## src/rtl/button_pulse_gen.sv

```systemverilog
// rtl/button_pulse_gen.sv - debounced push-button to inc/dec pulse generator with auto-repeat

module button_pulse_gen_chan #(
    parameter int DEBOUNCE_CYCLES = 500000,
    parameter int REPEAT_DELAY    = 50000000,
    parameter int REPEAT_RATE     = 20000000,
    parameter int REPEAT_EN       = 1,
    parameter int BTN_ACTIVE_LOW  = 1
) (
    input  logic clk,
    input  logic rst_n,
    input  logic btn,
    input  logic block,
    output logic level,
    output logic level_next,
    output logic pulse
);

    localparam int DW   = (DEBOUNCE_CYCLES > 2) ? $clog2(DEBOUNCE_CYCLES) : 1;
    localparam int RMAX = (REPEAT_DELAY > REPEAT_RATE) ? REPEAT_DELAY : REPEAT_RATE;
    localparam int RW   = (RMAX > 2) ? $clog2(RMAX) : 1;
    localparam logic [DW-1:0] DB_LAST = DW'(DEBOUNCE_CYCLES - 1);
    localparam logic [RW-1:0] RD_LAST = RW'(REPEAT_DELAY - 1);
    localparam logic [RW-1:0] RR_LAST = RW'(REPEAT_RATE - 1);
    localparam logic RAW_RELEASED = (BTN_ACTIVE_LOW != 0);

    typedef enum logic [1:0] {
        ST_IDLE   = 2'd0,
        ST_DELAY  = 2'd1,
        ST_REPEAT = 2'd2
    } state_t;

    state_t          state;
    logic            sync1;
    logic            sync2;
    logic            pressed;
    logic [DW-1:0]   db_cnt;
    logic [RW-1:0]   rpt_cnt;
    logic            fire;

    always_ff @(posedge clk or negedge rst_n) begin
        if (!rst_n) begin
            sync1 <= RAW_RELEASED;
            sync2 <= RAW_RELEASED;
        end else begin
            sync1 <= btn;
            sync2 <= sync1;
        end
    end

    assign pressed = sync2 ^ RAW_RELEASED;

    always_ff @(posedge clk or negedge rst_n) begin
        if (!rst_n) begin
            db_cnt <= '0;
            level  <= 1'b0;
        end else if (pressed == level) begin
            db_cnt <= '0;
        end else if (db_cnt == DB_LAST) begin
            level  <= pressed;
            db_cnt <= '0;
        end else begin
            db_cnt <= db_cnt + 1'b1;
        end
    end

    // Level as it will be after this edge; lets pulses be gated by the level they coexist with.
    assign level_next = (pressed != level && db_cnt == DB_LAST) ? pressed : level;

    always_comb begin
        fire = 1'b0;
        case (state)
            ST_IDLE:   fire = level;
            ST_DELAY:  fire = level && (REPEAT_EN != 0) && (rpt_cnt == RD_LAST);
            ST_REPEAT: fire = level && (rpt_cnt == RR_LAST);
            default:   fire = 1'b0;
        endcase
    end

    always_ff @(posedge clk or negedge rst_n) begin
        if (!rst_n) begin
            state   <= ST_IDLE;
            rpt_cnt <= '0;
            pulse   <= 1'b0;
        end else begin
            // Suppression only masks the output; the cadence keeps running underneath.
            pulse <= fire && level_next && !block;
            case (state)
                ST_IDLE: begin
                    rpt_cnt <= '0;
                    if (level) state <= ST_DELAY;
                end
                ST_DELAY: begin
                    if (!level) begin
                        state   <= ST_IDLE;
                        rpt_cnt <= '0;
                    end else if (REPEAT_EN != 0) begin
                        if (rpt_cnt == RD_LAST) begin
                            state   <= ST_REPEAT;
                            rpt_cnt <= '0;
                        end else begin
                            rpt_cnt <= rpt_cnt + 1'b1;
                        end
                    end
                end
                ST_REPEAT: begin
                    if (!level) begin
                        state   <= ST_IDLE;
                        rpt_cnt <= '0;
                    end else if (rpt_cnt == RR_LAST) begin
                        rpt_cnt <= '0;
                    end else begin
                        rpt_cnt <= rpt_cnt + 1'b1;
                    end
                end
                default: begin
                    state   <= ST_IDLE;
                    rpt_cnt <= '0;
                end
            endcase
        end
    end

endmodule

module button_pulse_gen #(
    parameter int DEBOUNCE_CYCLES = 500000,
    parameter int REPEAT_DELAY    = 50000000,
    parameter int REPEAT_RATE     = 20000000,
    parameter int REPEAT_EN       = 1,
    parameter int BTN_ACTIVE_LOW  = 1
) (
    input  logic i_clk,
    input  logic i_reset_n,
    input  logic i_btn_inc,
    input  logic i_btn_dec,
    output logic o_inc_pulse,
    output logic o_dec_pulse,
    output logic o_inc_level,
    output logic o_dec_level
);

    logic inc_level_next;
    logic dec_level_next;

    button_pulse_gen_chan #(
        .DEBOUNCE_CYCLES(DEBOUNCE_CYCLES),
        .REPEAT_DELAY   (REPEAT_DELAY),
        .REPEAT_RATE    (REPEAT_RATE),
        .REPEAT_EN      (REPEAT_EN),
        .BTN_ACTIVE_LOW (BTN_ACTIVE_LOW)
    ) u_inc (
        .clk       (i_clk),
        .rst_n     (i_reset_n),
        .btn       (i_btn_inc),
        .block     (dec_level_next),
        .level     (o_inc_level),
        .level_next(inc_level_next),
        .pulse     (o_inc_pulse)
    );

    button_pulse_gen_chan #(
        .DEBOUNCE_CYCLES(DEBOUNCE_CYCLES),
        .REPEAT_DELAY   (REPEAT_DELAY),
        .REPEAT_RATE    (REPEAT_RATE),
        .REPEAT_EN      (REPEAT_EN),
        .BTN_ACTIVE_LOW (BTN_ACTIVE_LOW)
    ) u_dec (
        .clk       (i_clk),
        .rst_n     (i_reset_n),
        .btn       (i_btn_dec),
        .block     (inc_level_next),
        .level     (o_dec_level),
        .level_next(dec_level_next),
        .pulse     (o_dec_pulse)
    );

endmodule
```

## config.mk

```make
export PLATFORM = sky130hd
export DESIGN_NAME = button_pulse_gen
export DESIGN_NICKNAME = d
export VERILOG_FILES = /design/src/rtl/button_pulse_gen.sv
export SDC_FILE = /design/constraint.sdc
export NUM_CORES = 1
export LEC_CHECK = 0
export ABC_AREA = 1
export CAP_MARGIN = 5
export CORE_MARGIN = 2
export CORE_UTILIZATION = 63
export DETAILED_ROUTE_END_ITERATION = 8
export PLACE_DENSITY = 0.8
export SLEW_MARGIN = 40
export SYNTH_ARGS = -nofsm -noshare
export SYNTH_HDL_FRONTEND = slang
export SYNTH_SLANG_ARGS = --single-unit
```

## constraint.sdc

```tcl
create_clock -name i_clk -period 2.1 [get_ports i_clk]
set_input_delay 0.42 -clock i_clk [delete_from_list [all_inputs] [get_ports i_clk]]
set_output_delay 0.42 -clock i_clk [all_outputs]
set_load 0.1 [all_outputs]
```

==> impl_metrics.yaml, run 1 <==
run_status:
  run_status: "finished, final reports clean"
power_and_ir_drop:
  cellPowerDensity_nw_per_um2: 547.1
  seqPwrFrac_pct: 60.2
  ir_drop_uv: 379.4
  share_clk_of_total_power_pct: 37.1
  switching_share_of_power_pct: 24.96
  pwr-share-comb_pct: 2.7
  p_switching_w: 0.0008236
  p_leak_nw: 2.720
  power.internal_w: 0.002476
critical_path:
  timing.critical_path.to_type: "register"
  crit_path_category: "register to register"
  cp-start-kind: "register"
  worstPathMaxFanout: 23
  timing.reg2reg.setup_slack_ns: 0.38
  startpoint_of_the_worst_slack_reg_to_reg_timing_path: "u_dec.rpt_cnt[0]"
  r2r_cells: 10
  worstPathCellList: "ha_1, nand3_2, inv_1, nand2_2, nor2_1, nand2_1, nand2_1, nand2_2, nand2_4, nor2_1"
  cpMaxStageDelayCell: "dfrtp_1"
  crit_path_max_incr_delay_ns: 0.40
  worstReg2RegEnd: "u_dec.rpt_cnt[22]"
  crit_required_ns: 2.36
  worst-endpoint-arrival_ns: 1.98
logic_synthesis:
  synth.area.top_cells: "dfrtp_1, nor2_1, nand2_1, inv_1, xor2_1"
  synth-seq-cells: 102
  synth_top_cell_area_share_pct: 43.54
  part_of_the_yosys_area_used_for_sequential_elements_pct: 45.40
  synth.largest_area_cell: "dfrtp_1"
  synth.avg_cell_area_um2: 7.706
  syn_nets: 747
  synth_cell_type_count: 32
  synthesis.area_um2: 5633
  postSynthCellCount: 731
  synth.yosys.warnings: 0
die:
  design.core.area_um2: 8678
  die-area_um2: 9713
  die_height_um: 98.56
  die_w_um: 98.56
  start_util_pct: 64.91
  floorplan.rows: 34
  top_level_ports: 8
min_path:
  whs_path_depth: 0
  hold_end: "u_inc.sync2"
  hold_path_startpoint: "u_inc.sync1"
  hold_path_class: "register to register"
clocking:
  clock_edge_transition_at_the_registers_on_the_reported_setup_and_hold_paths_ns: 0.11
  htreeDepth: 3
  clock_sinks: 102
  cts_setup_buffers: 0
  cts_buffers: 9
  cell_at_the_root_of_the_clock_tree: "clkbuf_8"
  post_cts_resized: 0
  holdBufCountCts: 1
  clock_latency_reported_for_the_late_side_of_the_worst_skew_pair_ns: 0.37
  ctsLongestPathBuffers: 2
  tritoncts: "built"
route:
  finalWirelength_um: 10710
  route.detailed.vias_per_inst: 5.251
  drt_iter0_drc: 176
  route.antenna.remaining_nets: 0
  avgRoutedWirePerCell_um: 12.43
  drc: 0
  num_vias: 4526
  first_pass_iters: 5
global_routing:
  number_of_antenna_violations_at_the_first_check_in_global_routing: 0
  grt_start_max_net_pins: 38
  grt_pass1_vias: 4449
  grt_pass1_wl_um: 19220
  globalRoute.totalOverflow: 0
  grt_util_all_layers_pct: 23.89
sta:
  final_slew_viol_count: 0
  setup_violations: 0
  setup_tns_ns: 0
  relative_slew_slack_pct: 71.46
  worst_slew_pin_slew_ns: 0.4280
  hold-worst-slack_ns: 0.3617
  max_freq_mhz: 581.1
  finalCritPeriodShare_pct: 81.94
  final_critical_delay_including_setup_and_external_delays_ns: 1.721
  unrepaired_setup_endpoints_after_global_routing: "false"
  finalClockSkew_ns: 0.01040
  final-hold-violation-count: 0
finish:
  final_nets: 765
  areaGrowthSynthToFinish_pct: 7.086
  final_layout_size_suffix_gt1_share_pct: 7.825
  num_antenna_cells: 0
  commonest_non_fill_non_tap_cells_in_the_layout: "nor2_1, nand2_1, dfrtp_1, inv_1, nand3_1"
  design_area_um2: 6032
  leading_cell_type_in_the_layout_fill_and_taps_excluded: "nor2_1"
run:
  timing.max_cap.violations: 0
placed_design:
  routabilityCongestion: 1.007
  detailedPlacementHpwl_um: 8135
  postPlaceCellArea_um2: 5819
  port_buffers: 7
==> power by group through the flow <==
stage	sequential, W	combinational (W)	clock [W]
finish	0.00199	0.0000887	0.00122
global route	0.00199	0.000104	0.00134
CTS	0.00199	0.0000928	0.00126
detailed placement	0.00203	0.0000916	0
global placement	0.00203	0.0000876	0
floorplan	0.00202	0.0000290	0
==> logic make-up after synthesis <==
group | share of synthesized area, %
simple gates | 32.94
buf+inv | 7.330
flops | 45.40
xor+xnor | 7.930
compound gates | 3.732
fa+ha+maj | 2.665
==> synthesized netlist by cell type <==
cell / instances
nor2_4: 3
dfrtp_1: 98
a31oi_1: 4
o21bai_1: 1
nand3_2: 3
nor2_1: 167
dfstp_2: 4
o21a_1: 1
xnor2_1: 10
nand4_1: 12
a21oi_1: 10
nor3_1: 15
clkbuf_1: 1
nand2_2: 7
nor3b_1: 2
nand2_4: 2
nor3_2: 2
nand3_1: 43
inv_1: 97
or2_2: 2
buf_6: 4
nand3b_1: 4
a41oi_1: 1
and3_1: 2
o21ai_2: 1
xor2_1: 41
a211oi_1: 1
ha_1: 12
nor3_4: 1
nor2_2: 9
o21ai_0: 19
nand2_1: 152
==> worst max-delay path, delay by kind of cell (launching register included) <==
| family | cells | cell delay [ns] |
|---|---|---|
| flip-flops | 1 | 0.40 |
| AND/OR/NAND/NOR | 8 | 0.87 |
| buffers and inverters | 1 | 0.12 |
| adder cells (fa/ha/maj) | 1 | 0.23 |
==> registers in the layout, summed over array words and instances, names as in the netlist, 2 cells and up <==
signal         flops
u_inc.rpt_cnt     26
u_inc.db_cnt      19
u_dec.db_cnt      19
u_dec.rpt_cnt     26
u_inc.state        2
u_dec.state        2
==> stage by stage <==
stage	total power (W)	utilization, %	instances	setup WS [ns]
finish	0.003300	69.51	862	0.3792
global route	0.003435	69.51	862	0.1421
CTS	0.003345	69.51	862	0.3461
detailed placement	0.002118	67.06	845	0.3546
global placement	0.002113	67.06	845	0.4460
floorplan	0.002053	-	731	0.2429
==> how the worst max path moves through the flow <==
| stage | start | to | slack, ns |
|---|---|---|---|
| 6_report | u_dec.rpt_cnt[0] | u_dec.rpt_cnt[22] | 0.38 |
| 3_5_place_dp | u_dec.rpt_cnt[0] | u_dec.rpt_cnt[22] | 0.35 |
| 5_1_grt | u_dec.rpt_cnt[0] | u_dec.rpt_cnt[22] | 0.14 |
| 2_1_floorplan | u_dec.level | u_dec.db_cnt[8] | 0.24 |
| 3_3_place_gp | u_dec.rpt_cnt[0] | u_dec.rpt_cnt[22] | 0.45 |
| 4_1_cts | u_dec.rpt_cnt[0] | u_dec.rpt_cnt[22] | 0.35 |
==> layer usage <==
layer / track usage, % / vias up / part of all wire (%)
li1: - / 2295 / -
met3: 5.248 / 13 / 3.3
met4: 6.112 / 0 / 1.4
met2: 40.24 / 77 / 49
met1: 31.69 / 2141 / 47
met5: 0 / - / 0
==> layout make-up <==
class                           count  area (um^2)
Multi-Input combinational cell    527         2663
Clock buffer                        9        123.9
Tap cell                          108        135.1
Timing Repair Buffer               12        110.1
Inverter                           97        364.1
Sequential cell                   102         2557
Clock inverter                      7        78.83
Fill cell                         717         2646
Note: power is estimated with default switching activity, not from simulation.
==> run 2, diff against run 1 <==
- clock period: 2.1 -> 1.7 ns (I/O delays scaled with it)
==> run 2 against run 1 <==
Net effect: utilization is 4.1 points higher; register-to-register slack worse by 0.33 ns; clock skew is 0.0011 ns higher; combinational power rose by 34%; global-route usage is 0.37 points lower; hold slack lost 0.0012 ns; critical path type unchanged; critical endpoint is now u_dec.rpt_cnt[1].
==> impl_metrics.yaml, run 2 (synthesis gave the netlist of run 1 again) <==
die:
  design.core.area_um2: 8678
  die-area_um2: 9713
  start_util_pct: 64.91
  floorplan.rows: 34
  top_level_ports: 8
  die_w_um: 98.56
  die_height_um: 98.56
power_and_ir_drop:
  p_switching_w: 0.0009616
  ir_drop_uv: 546.8
  power.internal_w: 0.003192
  p_total_w: 0.004153
  seqPwrFrac_pct: 59.1
  switching_share_of_power_pct: 23.15
  p_leak_nw: 2.840
  pwr-share-comb_pct: 2.9
  cellPowerDensity_nw_per_um2: 650.1
  share_clk_of_total_power_pct: 38.0
clocking:
  tritoncts: "built"
  cell_at_the_root_of_the_clock_tree: "clkbuf_8"
  ctsLongestPathBuffers: 2
  cts_buffers: 9
  clock_edge_transition_at_the_registers_on_the_reported_setup_and_hold_paths_ns: 0.10
  htreeDepth: 3
  clock_latency_reported_for_the_late_side_of_the_worst_skew_pair_ns: 0.37
  clock_sinks: 102
finish:
  num_antenna_cells: 0
  leading_cell_type_in_the_layout_fill_and_taps_excluded: "nor2_1"
  commonest_non_fill_non_tap_cells_in_the_layout: "nor2_1, nand2_1, dfrtp_1, inv_1, xor2_1"
  layout.core_utilization_pct: 73.62
  top_regs: "u_dec.rpt_cnt x26, u_inc.rpt_cnt x26"
  final_nets: 782
  final_layout_size_suffix_gt1_share_pct: 12.84
  areaGrowthSynthToFinish_pct: 13.42
  instances_no_fill: 879
  design_area_um2: 6389
critical_path:
  timing.critical_path.to_type: "register"
  crit_path_category: "register to register"
  timing.reg2reg.setup_slack_ns: 0.05
  worstReg2RegEnd: "u_dec.rpt_cnt[1]"
  cpMaxStageDelayCell: "dfrtp_1"
  worstPathCellList: "ha_2, nand3_2, inv_2, nand2_1, nor2_1, nand2_1, nand2_2, nand2_8, nand2_4, nor2_1"
  crit_path_max_incr_delay_ns: 0.39
  worstPathMaxFanout: 6
  startpoint_of_the_worst_slack_reg_to_reg_timing_path: "u_dec.rpt_cnt[0]"
  crit_required_ns: 1.96
  cp-start-kind: "register"
  worst-endpoint-arrival_ns: 1.91
  r2r_cells: 10
global_routing:
  grt_start_max_net_pins: 78
  grt_pass1_wl_um: 18930
  grt_util_all_layers_pct: 23.52
  globalRoute.totalOverflow: 0
  grt_pass1_vias: 4469
  number_of_antenna_violations_at_the_first_check_in_global_routing: 0
placed_design:
  postPlaceCellArea_um2: 5917
  routabilityCongestion: 1.006
  port_buffers: 7
  detailedPlacementHpwl_um: 7992
  dpl.cell_count: 851
  pre_cts_slack_ns: -0.01536
sta:
  finalClockSkew_ns: 0.01153
  setup_violations: 0
  final_slew_viol_count: 0
  final-hold-violation-count: 0
  finalWorstSetupSlack_ns: 0.05408
  unrepaired_setup_endpoints_after_global_routing: "true"
  relative_slew_slack_pct: 63.85
  final_critical_delay_including_setup_and_external_delays_ns: 1.646
  worst_slew_pin_slew_ns: 0.5422
  finalCritPeriodShare_pct: 96.82
  max_freq_mhz: 607.6
route:
  drc: 0
  first_pass_iters: 5
  drt_iter0_drc: 209
  finalWirelength_um: 11580
  route.antenna.remaining_nets: 0
  route.detailed.vias_per_inst: 5.295
  avgRoutedWirePerCell_um: 13.17
  num_vias: 4654
run_status:
  run_status: "finished, final reports clean"
run:
  timing.max_cap.violations: 0
min_path:
  hold_end: "u_inc.sync2"
  hold_path_class: "register to register"
  whs_path_depth: 0
  hold_path_startpoint: "u_inc.sync1"
run 2: cell types whose count changed in the layout (fill, tap and decap cells not counted), moves of 4 or more:
cell / previous run / this run
buf_4: 8 / 16
nand2_1: 152 / 146
nand3_1: 43 / 37
nand3_2: 3 / 8
buf_12: 1 / 5
nand2_4: 2 / 6
nand2_8: 0 / 4
nor2_1: 167 / 163
nor2_4: 3 / 7
run 2: through the flow:
stage                     hold slack (ns)  setup TNS [ns]
after CTS                          0.3546       -0.001801
after global routing               0.3483         -0.7616
after detailed placement           0.3469        -0.06842
final                              0.3606               0
after global placement             0.3465               0
after floorplan                   0.04441               0
run 2: cell type report:
type | count | area (um^2)
multi-input combinational | 532 | 2875
clock inverter | 6 | 76.32
sequential | 102 | 2560
fill | 652 | 2290
tap | 108 | 135.1
clock buffer | 10 | 127.6
timing repair buffer | 24 | 250.2
inverter | 97 | 364.1
run 2: worst max path at each step:
stage / endpoint / depth (start not counted) / from / slack, ns
floorplan: u_dec.db_cnt[8] / 5 / u_dec.level / 0.14
global placement: u_dec.rpt_cnt[22] / 10 / u_dec.rpt_cnt[0] / 0.06
detailed placement: u_inc.rpt_cnt[22] / 10 / u_inc.rpt_cnt[0] / -0.02
CTS: u_dec.rpt_cnt[2] / 10 / u_dec.rpt_cnt[0] / -0.002
global route: u_dec.rpt_cnt[24] / 10 / u_dec.rpt_cnt[0] / -0.05
finish: u_dec.rpt_cnt[1] / 10 / u_dec.rpt_cnt[0] / 0.05
run 2: routing by layer:
metal / GRT usage, % / share of wire (%) / vias to the layer above
li1: - / - / 2344
met1: 29.74 / 44 / 2187
met4: 7.482 / 2.1 / 0
met5: 0 / 0 / -
met3: 4.113 / 3.7 / 19
met2: 41.29 / 50 / 104
run 2: power by group through the flow:
| stage | Clock, W | Combinational (W) | Sequential, W |
|---|---|---|---|
| 6_report | 0.00158 | 0.000119 | 0.00246 |
| 3_3_place_gp | 0 | 0.000108 | 0.00250 |
| 4_1_cts | 0.00162 | 0.000114 | 0.00246 |
| 3_5_place_dp | 0 | 0.000111 | 0.00250 |
| 5_1_grt | 0.00170 | 0.000139 | 0.00246 |
| 2_1_floorplan | 0 | 0.0000358 | 0.00250 |
run 2: repair_timing:
| item | CTS | global route |
|---|---|---|
| endpoints found under the setup margin | 48 | 80 |
| pin swaps | 0 | 11 |
| endpoints found under the hold margin | 27 | 0 |
| gates cloned | 0 | 5 |
| resized for setup | 2 | 37 |
| buffers inserted | 0 | 6 |
| hold buffers | 1 | 0 |
run 2: worst max-delay path, delay by kind of cell, from the launching register on:
kind / cells / cell delay (ns)
and+or+nand+nor: 8 / 0.84
DFF: 1 / 0.39
adders and majority gates: 1 / 0.21
buffers and inverters: 1 / 0.10
